### src/rtl/cargo_request_scheduler_if.sv
// Request/target bus between the request source, the cargo scheduler and the movement control unit.
interface cargo_request_scheduler_if #(
  parameter int ANDAR_W = 2,
  parameter int PTR_W   = 2
);
  logic               req_valid;
  logic [ANDAR_W-1:0] req_origem;
  logic [ANDAR_W-1:0] req_destino;
  logic               req_ready;
  logic               req_erro;
  logic [ANDAR_W-1:0] andar_atual;
  logic               shift;
  logic               limpa;
  logic               tem_destino;
  logic [ANDAR_W-1:0] destino_atual;
  logic               sobe;
  logic               eh_origem;
  logic               chegou_destino;
  logic [PTR_W:0]     ocupacao;
  logic               cheio;
  logic               vazio;

  modport master (
    output req_valid, req_origem, req_destino, andar_atual, shift, limpa,
    input  req_ready, req_erro, tem_destino, destino_atual, sobe, eh_origem,
           chegou_destino, ocupacao, cheio, vazio
  );

  modport slave (
    input  req_valid, req_origem, req_destino, andar_atual, shift, limpa,
    output req_ready, req_erro, tem_destino, destino_atual, sobe, eh_origem,
           chegou_destino, ocupacao, cheio, vazio
  );
endinterface

### src/rtl/cargo_request_scheduler.sv
// Request FIFO presenting origin then destination floor of the head request; shift -> new target in 1 cycle.
// Backpressure: req_ready = !cheio. Optional CARGO_SCHED_DEDUP_EN drops requests already queued.
module cargo_request_scheduler #(
  parameter int ANDAR_W = 2,
  parameter int DEPTH   = 4,
  parameter int PTR_W   = 2
) (
  input logic                     clock,
  input logic                     reset,
  cargo_request_scheduler_if.slave bus
);

  typedef struct packed {
    logic [ANDAR_W-1:0] origem;
    logic [ANDAR_W-1:0] destino;
  } req_t;

  typedef enum logic {ORIGEM = 1'b0, DESTINO = 1'b1} fase_e;

  req_t            mem_q [DEPTH];
  logic [PTR_W-1:0] rd_ptr_q, rd_ptr_d;
  logic [PTR_W-1:0] wr_ptr_q, wr_ptr_d;
  logic [PTR_W:0]   ocup_q, ocup_d;
  fase_e            fase_q, fase_d;
  logic             erro_q, erro_d;

  req_t  req_in;
  req_t  head;
  logic  vazio, cheio;
  logic  accept, same_floor, dup_hit, push, pop, advance;

  assign req_in     = '{origem: bus.req_origem, destino: bus.req_destino};
  assign head       = mem_q[rd_ptr_q];
  assign vazio      = (ocup_q == '0);
  assign cheio      = (ocup_q == (PTR_W+1)'(DEPTH));
  assign accept     = bus.req_valid && !cheio;
  assign same_floor = (bus.req_origem == bus.req_destino);

`ifdef CARGO_SCHED_DEDUP_EN
  logic [DEPTH-1:0] hit;
  for (genvar g = 0; g < DEPTH; g++) begin : g_dup
    logic [PTR_W-1:0] off;
    // Slot distance from head; slots at or beyond ocupacao hold stale data.
    assign off    = PTR_W'(g) - rd_ptr_q;
    assign hit[g] = ({1'b0, off} < ocup_q) && (mem_q[g] == req_in);
  end
  assign dup_hit = |hit;
`else
  assign dup_hit = 1'b0;
`endif

  assign push    = accept && !same_floor && !dup_hit && !bus.limpa;
  assign advance = bus.shift && !vazio && (fase_q == ORIGEM);
  assign pop     = bus.shift && !vazio && (fase_q == DESTINO);

  always_comb begin
    rd_ptr_d = rd_ptr_q;
    wr_ptr_d = wr_ptr_q;
    ocup_d   = ocup_q;
    fase_d   = fase_q;
    erro_d   = accept && same_floor;
    if (push) wr_ptr_d = wr_ptr_q + 1'b1;
    if (pop)  rd_ptr_d = rd_ptr_q + 1'b1;
    if (push && !pop) ocup_d = ocup_q + 1'b1;
    if (pop && !push) ocup_d = ocup_q - 1'b1;
    case (fase_q)
      ORIGEM:  if (advance) fase_d = DESTINO;
      DESTINO: if (pop)     fase_d = ORIGEM;
      default:              fase_d = ORIGEM;
    endcase
    if (bus.limpa) begin
      rd_ptr_d = '0;
      wr_ptr_d = '0;
      ocup_d   = '0;
      fase_d   = ORIGEM;
      erro_d   = 1'b0;
    end
  end

  always_ff @(posedge clock or posedge reset) begin
    if (reset) begin
      rd_ptr_q <= '0;
      wr_ptr_q <= '0;
      ocup_q   <= '0;
      fase_q   <= ORIGEM;
      erro_q   <= 1'b0;
    end else begin
      rd_ptr_q <= rd_ptr_d;
      wr_ptr_q <= wr_ptr_d;
      ocup_q   <= ocup_d;
      fase_q   <= fase_d;
      erro_q   <= erro_d;
    end
  end

  // Storage needs no reset: every read is qualified by ocupacao.
  always_ff @(posedge clock) begin
    if (push) mem_q[wr_ptr_q] <= req_in;
  end

  logic [ANDAR_W-1:0] alvo;
  assign alvo = vazio ? '0 : ((fase_q == ORIGEM) ? head.origem : head.destino);

  assign bus.req_ready      = !cheio;
  assign bus.req_erro       = erro_q;
  assign bus.tem_destino    = !vazio;
  assign bus.destino_atual  = alvo;
  assign bus.sobe           = (alvo > bus.andar_atual);
  assign bus.eh_origem      = vazio || (fase_q == ORIGEM);
  assign bus.chegou_destino = !vazio && (alvo == bus.andar_atual);
  assign bus.ocupacao       = ocup_q;
  assign bus.cheio          = cheio;
  assign bus.vazio          = vazio;

endmodule
### src/flat_wrapper.sv
// flat-port wrapper written by rule: the top's interface ports become plain ports
module cargo_request_scheduler_flat 
#(
  parameter int ANDAR_W = 2,
  parameter int DEPTH   = 4,
  parameter int PTR_W   = 2
)
  (clock, reset, bus_req_valid, bus_req_origem, bus_req_destino, bus_andar_atual, bus_shift, bus_limpa, bus_req_ready, bus_req_erro, bus_tem_destino, bus_destino_atual, bus_sobe, bus_eh_origem, bus_chegou_destino, bus_ocupacao, bus_cheio, bus_vazio);
  cargo_request_scheduler_if #(.ANDAR_W(ANDAR_W), .PTR_W(PTR_W)) bus_i ();
  input logic clock;
  input logic reset;
  input wire logic [$bits(bus_i.req_valid)-1:0] bus_req_valid;
  input wire logic [$bits(bus_i.req_origem)-1:0] bus_req_origem;
  input wire logic [$bits(bus_i.req_destino)-1:0] bus_req_destino;
  input wire logic [$bits(bus_i.andar_atual)-1:0] bus_andar_atual;
  input wire logic [$bits(bus_i.shift)-1:0] bus_shift;
  input wire logic [$bits(bus_i.limpa)-1:0] bus_limpa;
  output wire logic [$bits(bus_i.req_ready)-1:0] bus_req_ready;
  output wire logic [$bits(bus_i.req_erro)-1:0] bus_req_erro;
  output wire logic [$bits(bus_i.tem_destino)-1:0] bus_tem_destino;
  output wire logic [$bits(bus_i.destino_atual)-1:0] bus_destino_atual;
  output wire logic [$bits(bus_i.sobe)-1:0] bus_sobe;
  output wire logic [$bits(bus_i.eh_origem)-1:0] bus_eh_origem;
  output wire logic [$bits(bus_i.chegou_destino)-1:0] bus_chegou_destino;
  output wire logic [$bits(bus_i.ocupacao)-1:0] bus_ocupacao;
  output wire logic [$bits(bus_i.cheio)-1:0] bus_cheio;
  output wire logic [$bits(bus_i.vazio)-1:0] bus_vazio;
  assign bus_i.req_valid = bus_req_valid;
  assign bus_i.req_origem = bus_req_origem;
  assign bus_i.req_destino = bus_req_destino;
  assign bus_i.andar_atual = bus_andar_atual;
  assign bus_i.shift = bus_shift;
  assign bus_i.limpa = bus_limpa;
  assign bus_req_ready = bus_i.req_ready;
  assign bus_req_erro = bus_i.req_erro;
  assign bus_tem_destino = bus_i.tem_destino;
  assign bus_destino_atual = bus_i.destino_atual;
  assign bus_sobe = bus_i.sobe;
  assign bus_eh_origem = bus_i.eh_origem;
  assign bus_chegou_destino = bus_i.chegou_destino;
  assign bus_ocupacao = bus_i.ocupacao;
  assign bus_cheio = bus_i.cheio;
  assign bus_vazio = bus_i.vazio;
  cargo_request_scheduler #(.ANDAR_W(ANDAR_W), .DEPTH(DEPTH), .PTR_W(PTR_W)) u_core (.clock(clock), .reset(reset), .bus(bus_i));
endmodule
### config.mk
export PLATFORM = sky130hd
export DESIGN_NAME = cargo_request_scheduler_flat
export DESIGN_NICKNAME = d
export VERILOG_FILES = /design/src/rtl/cargo_request_scheduler_if.sv /design/src/rtl/cargo_request_scheduler.sv /design/src/flat_wrapper.sv
export SDC_FILE = /design/constraint.sdc
export NUM_CORES = 1
export LEC_CHECK = 0
export BUFFER_PORTS_ARGS = -buffer_cell sky130_fd_sc_hd__buf_2
export CORE_ASPECT_RATIO = 0.8
export CORE_UTILIZATION = 50
export CTS_BUF_LIST = sky130_fd_sc_hd__clkbuf_16
export DETAILED_ROUTE_END_ITERATION = 7
export GPL_TIMING_DRIVEN = 0
export PLACE_DENSITY = 0.75
export SYNTH_ARGS = -nofsm -noshare
export SYNTH_HDL_FRONTEND = slang
export SYNTH_SLANG_ARGS = --single-unit
### constraint.sdc
create_clock -name clock -period 5.8 [get_ports clock]
set_clock_uncertainty 0.1 [all_clocks]
set_input_delay 1.16 -clock clock [delete_from_list [all_inputs] [get_ports clock]]
set_output_delay 1.16 -clock clock [all_outputs]
set_load 0.02 [all_outputs]
==> flow_metrics.py <==
metrics = {
    "outcome": {
        "outcome": "finished clean",
    },
    "global_routing": {
        "grt_first_pass_wirelength_mm": 3.43,
        "grt.overflow.total": 0,
        "grt_util_all_layers": 0.179,
        "grt_pass1_vias": 748,
        "grt_max_degree": 15,
        "grt_antenna_before_repair": 0,
    },
    "setup_path": {
        "cp.depth": 8,
        "path_max_fanout": 6,
        "arrival_ns": 2.22,
        "end_kind": "output pin",
        "cpPeakStageDelay_ns": 0.54,
        "path_cells": "buf_2, mux4_2, mux2i_1, nor2_1, ha_1, a21oi_1, a21oi_1, buf_2",
        "r2r-end": "u_core.bus.ocupacao[1]",
        "critPathKind": "reg2out",
        "cp-startpoint": "u_core.rd_ptr_q[0]",
        "reg2reg_slack_ns": 2.65,
        "critPathTopFamily": "multiplexers",
        "critPathBufInv": 2,
        "rr_worst_depth": 10,
        "cp-start-kind": "register",
        "slowest_stage": "mux4_2",
        "reg2reg_from": "u_core.bus.ocupacao[0]",
        "crit_end": "bus_sobe",
        "cp.required_ns": 4.54,
    },
    "clock_tree": {
        "cts_resized": 0,
        "insertion_delay_ns": 0.26,
        "clk_pin_slew_ns": 0.06,
        "numClockSinks": 25,
        "cts-root-buf": "clkbuf_16",
        "hold_buffers": 0,
        "post_cts.repair.setup_buffers": 0,
        "cts_buffers": 3,
        "htreeDepth": 1,
        "cts_tree": "built",
        "clk_path_buf_depth": 2,
    },
    "logic_synthesis": {
        "synthAdderAreaFrac": 0.0821,
        "synth_top_area_frac": 0.366,
        "synthMuxAreaShare": 0.0840,
        "synth-simple-area-share": 0.134,
        "ys_ff_latch": 25,
        "ys_warn_count": 0,
        "synth_top_family_by_area": "simple AND/OR/NAND/NOR gates",
        "syn-cell-area_um2": 1310,
        "syn_avg_cell_area_um2": 12.9,
        "yosysSeqAreaShare": 0.538,
        "syn-instance-count": 102,
        "yosys.cell_types.count": 32,
        "synth_compound_gate_area_share": 0.0563,
        "synth.area.top_cells": "edfxtp_1, dfrtp_1, mux4_2, ha_1, inv_1",
        "synth_xor_area_frac": 0.0563,
        "synth_top_cell_by_area": "edfxtp_1",
        "synthesis.nets": 121,
    },
    "sta": {
        "max_slew_margin": 0.711,
        "period_share": 0.600,
        "worst_pin_slew_ns": 0.434,
        "hold_violations": 0,
        "max_freq_ghz": 0.287,
        "maxSlewViolCount": 0,
        "finalSetupViolations": 0,
        "rsz0062_at_grt": "no",
        "finalCriticalPeriod_ns": 3.48,
        "setup-tns-final_ns": 0,
    },
    "cells_and_area": {
        "fillers": 212,
        "area_growth_syn_to_layout_pct": 18.3,
        "fin_util": 0.630,
        "nNetsFinal": 149,
        "antennaDiodeCount": 0,
        "drive_gt1_frac": 0.279,
    },
    "min_path": {
        "hold_class": "reg2reg",
    },
    "power_and_ir_drop": {
        "irDropWorstVdd_uv": 252,
        "p_per_area_nw_per_um2": 299,
        "power_leakage_nw": 0.692,
        "total_power_uw": 463,
    },
    "floorplanning": {
        "num_io_pins": 24,
        "dieArea_um2": 2830,
        "die_w_um": 59.3,
        "initial_utilization": 0.533,
        "core-area_um2": 2460,
        "core.rowCount": 16,
        "die_h_um": 47.8,
    },
    "drt": {
        "wl_per_cell_um": 14.2,
        "drtIter0Drc": 27,
        "drc": 0,
        "viasPerCell": 5.23,
        "wirelength_mm": 2.34,
        "via_count": 863,
        "dr.pass1.iters": 4,
        "drtAntennaViolNets": 0,
    },
    "place": {
        "hpwlAfterDp_mm": 1.74,
        "io_buffers": 23,
        "gp_congestion": 0.711,
    },
    "run": {
        "maxCapViolCount": 0,
    },
}
registers in the layout, summed over array words and instances (netlist names):
register and cells:
u_core.bus.ocupacao 3, u_core.rd_ptr_q 2, u_core.mem_q 16, u_core.wr_ptr_q 2, u_core.bus.req_erro 1, u_core.fase_q 1
per-layer routing:
| layer | track usage | vias up | part of all wire | routed length, µm |
|---|---|---|---|---|
| li1 | - | 412 | - | - |
| met1 | 0.229 | 419 | 0.44 | 1030 |
| met2 | 0.294 | 30 | 0.49 | 1140 |
| met3 | 0.0595 | 2 | 0.063 | 147 |
| met4 | 0.0619 | 0 | 0.0098 | 23 |
| met5 | 0 | - | 0 | 0 |
synthesized netlist by cell type:
cell type	count
nor2_1	9
o21ai_0	1
nand2_1	5
mux4_2	4
ha_1	7
nand2b_1	1
nor3_1	1
nor2b_1	1
and4b_1	1
nand3b_1	2
inv_1	10
and3_1	1
xor2_2	1
and2_1	5
xor2_1	2
dfrtp_1	9
buf_2	1
or3b_1	1
mux2i_1	2
a311o_1	1
or2b_1	1
xnor2_1	2
fa_1	1
nor4_1	3
a21oi_1	6
xnor3_1	1
o211ai_4	1
o21bai_1	1
buf_6	1
clkbuf_1	3
edfxtp_1	16
or3_2	1
power breakdown:
group / total [mW] / internal [mW] / switching (mW)
Clock: 0.152 / 0.0928 / 0.0588
Sequential: 0.208 / 0.200 / 0.00857
Combinational: 0.104 / 0.0423 / 0.0612
per-stage QoR:
stage	area, µm²	worst slack, ns	hold WS, ns	cells
final	1550	2.32	0.499	165
after CTS	1550	2.30	0.516	165
after detailed placement	1470	2.36	0.502	161
after floorplan	1310	2.19	0.442	102
after global placement	1470	2.44	0.467	161
after global routing	1550	2.21	0.546	165
worst register-to-register path: stages (launching register included):
cell and delay [ns]:
dfrtp_1 0.43, or3_2 0.49, clkbuf_1 0.15, and2_1 0.18, ha_1 0.17, clkbuf_1 0.19, inv_1 0.22, nor2_1 0.10
fa_1 0.47, and4b_1 0.22, a311o_1 0.30
layout make-up:
cell class / instances / area, µm² / share of cell area
Buffer: 5 / 27.5 / 0.0177
Inverter: 10 / 37.5 / 0.0242
Timing Repair Buffer: 23 / 115 / 0.0742
Sequential cell: 25 / 706 / 0.455
Tap cell: 36 / 45.0 / 0.0290
Clock buffer: 3 / 75.1 / 0.0484
Multi-Input combinational cell: 62 / 541 / 0.348
Clock inverter: 1 / 5.00 / 0.00323
cells in the final DEF (no fill, tap or decap), drive strengths merged, types with 4 or more instances in the layout:
cell type,n
edfxtp,16
dfrtp,9
nand2,5
clkbuf,6
nor2,9
ha,7
buf,25
and2,5
a21oi,6
inv,10
mux4,4
worst min-delay path by stage:
stage	start	endpoint	depth (start not counted)
after CTS	u_core.wr_ptr_q[1]	u_core.wr_ptr_q[1]	2
after global placement	u_core.wr_ptr_q[1]	u_core.wr_ptr_q[1]	2
after global routing	u_core.wr_ptr_q[1]	u_core.wr_ptr_q[1]	2
after detailed placement	u_core.wr_ptr_q[1]	u_core.wr_ptr_q[1]	2
after floorplan	u_core.wr_ptr_q[1]	u_core.wr_ptr_q[1]	2
final	u_core.wr_ptr_q[1]	u_core.wr_ptr_q[1]	2
logic make-up (layout without fill, tap and decap cells):
group	after synthesis	after routing
AO/OA/AOI/OAI	10	10
multiplexers	6	6
flip-flops	25	25
adder cells (fa/ha/maj)	8	8
buffers and inverters	15	42
XOR/XNOR	6	6
AND/OR/NAND/NOR	32	32
(Power assumes the default switching activity.)
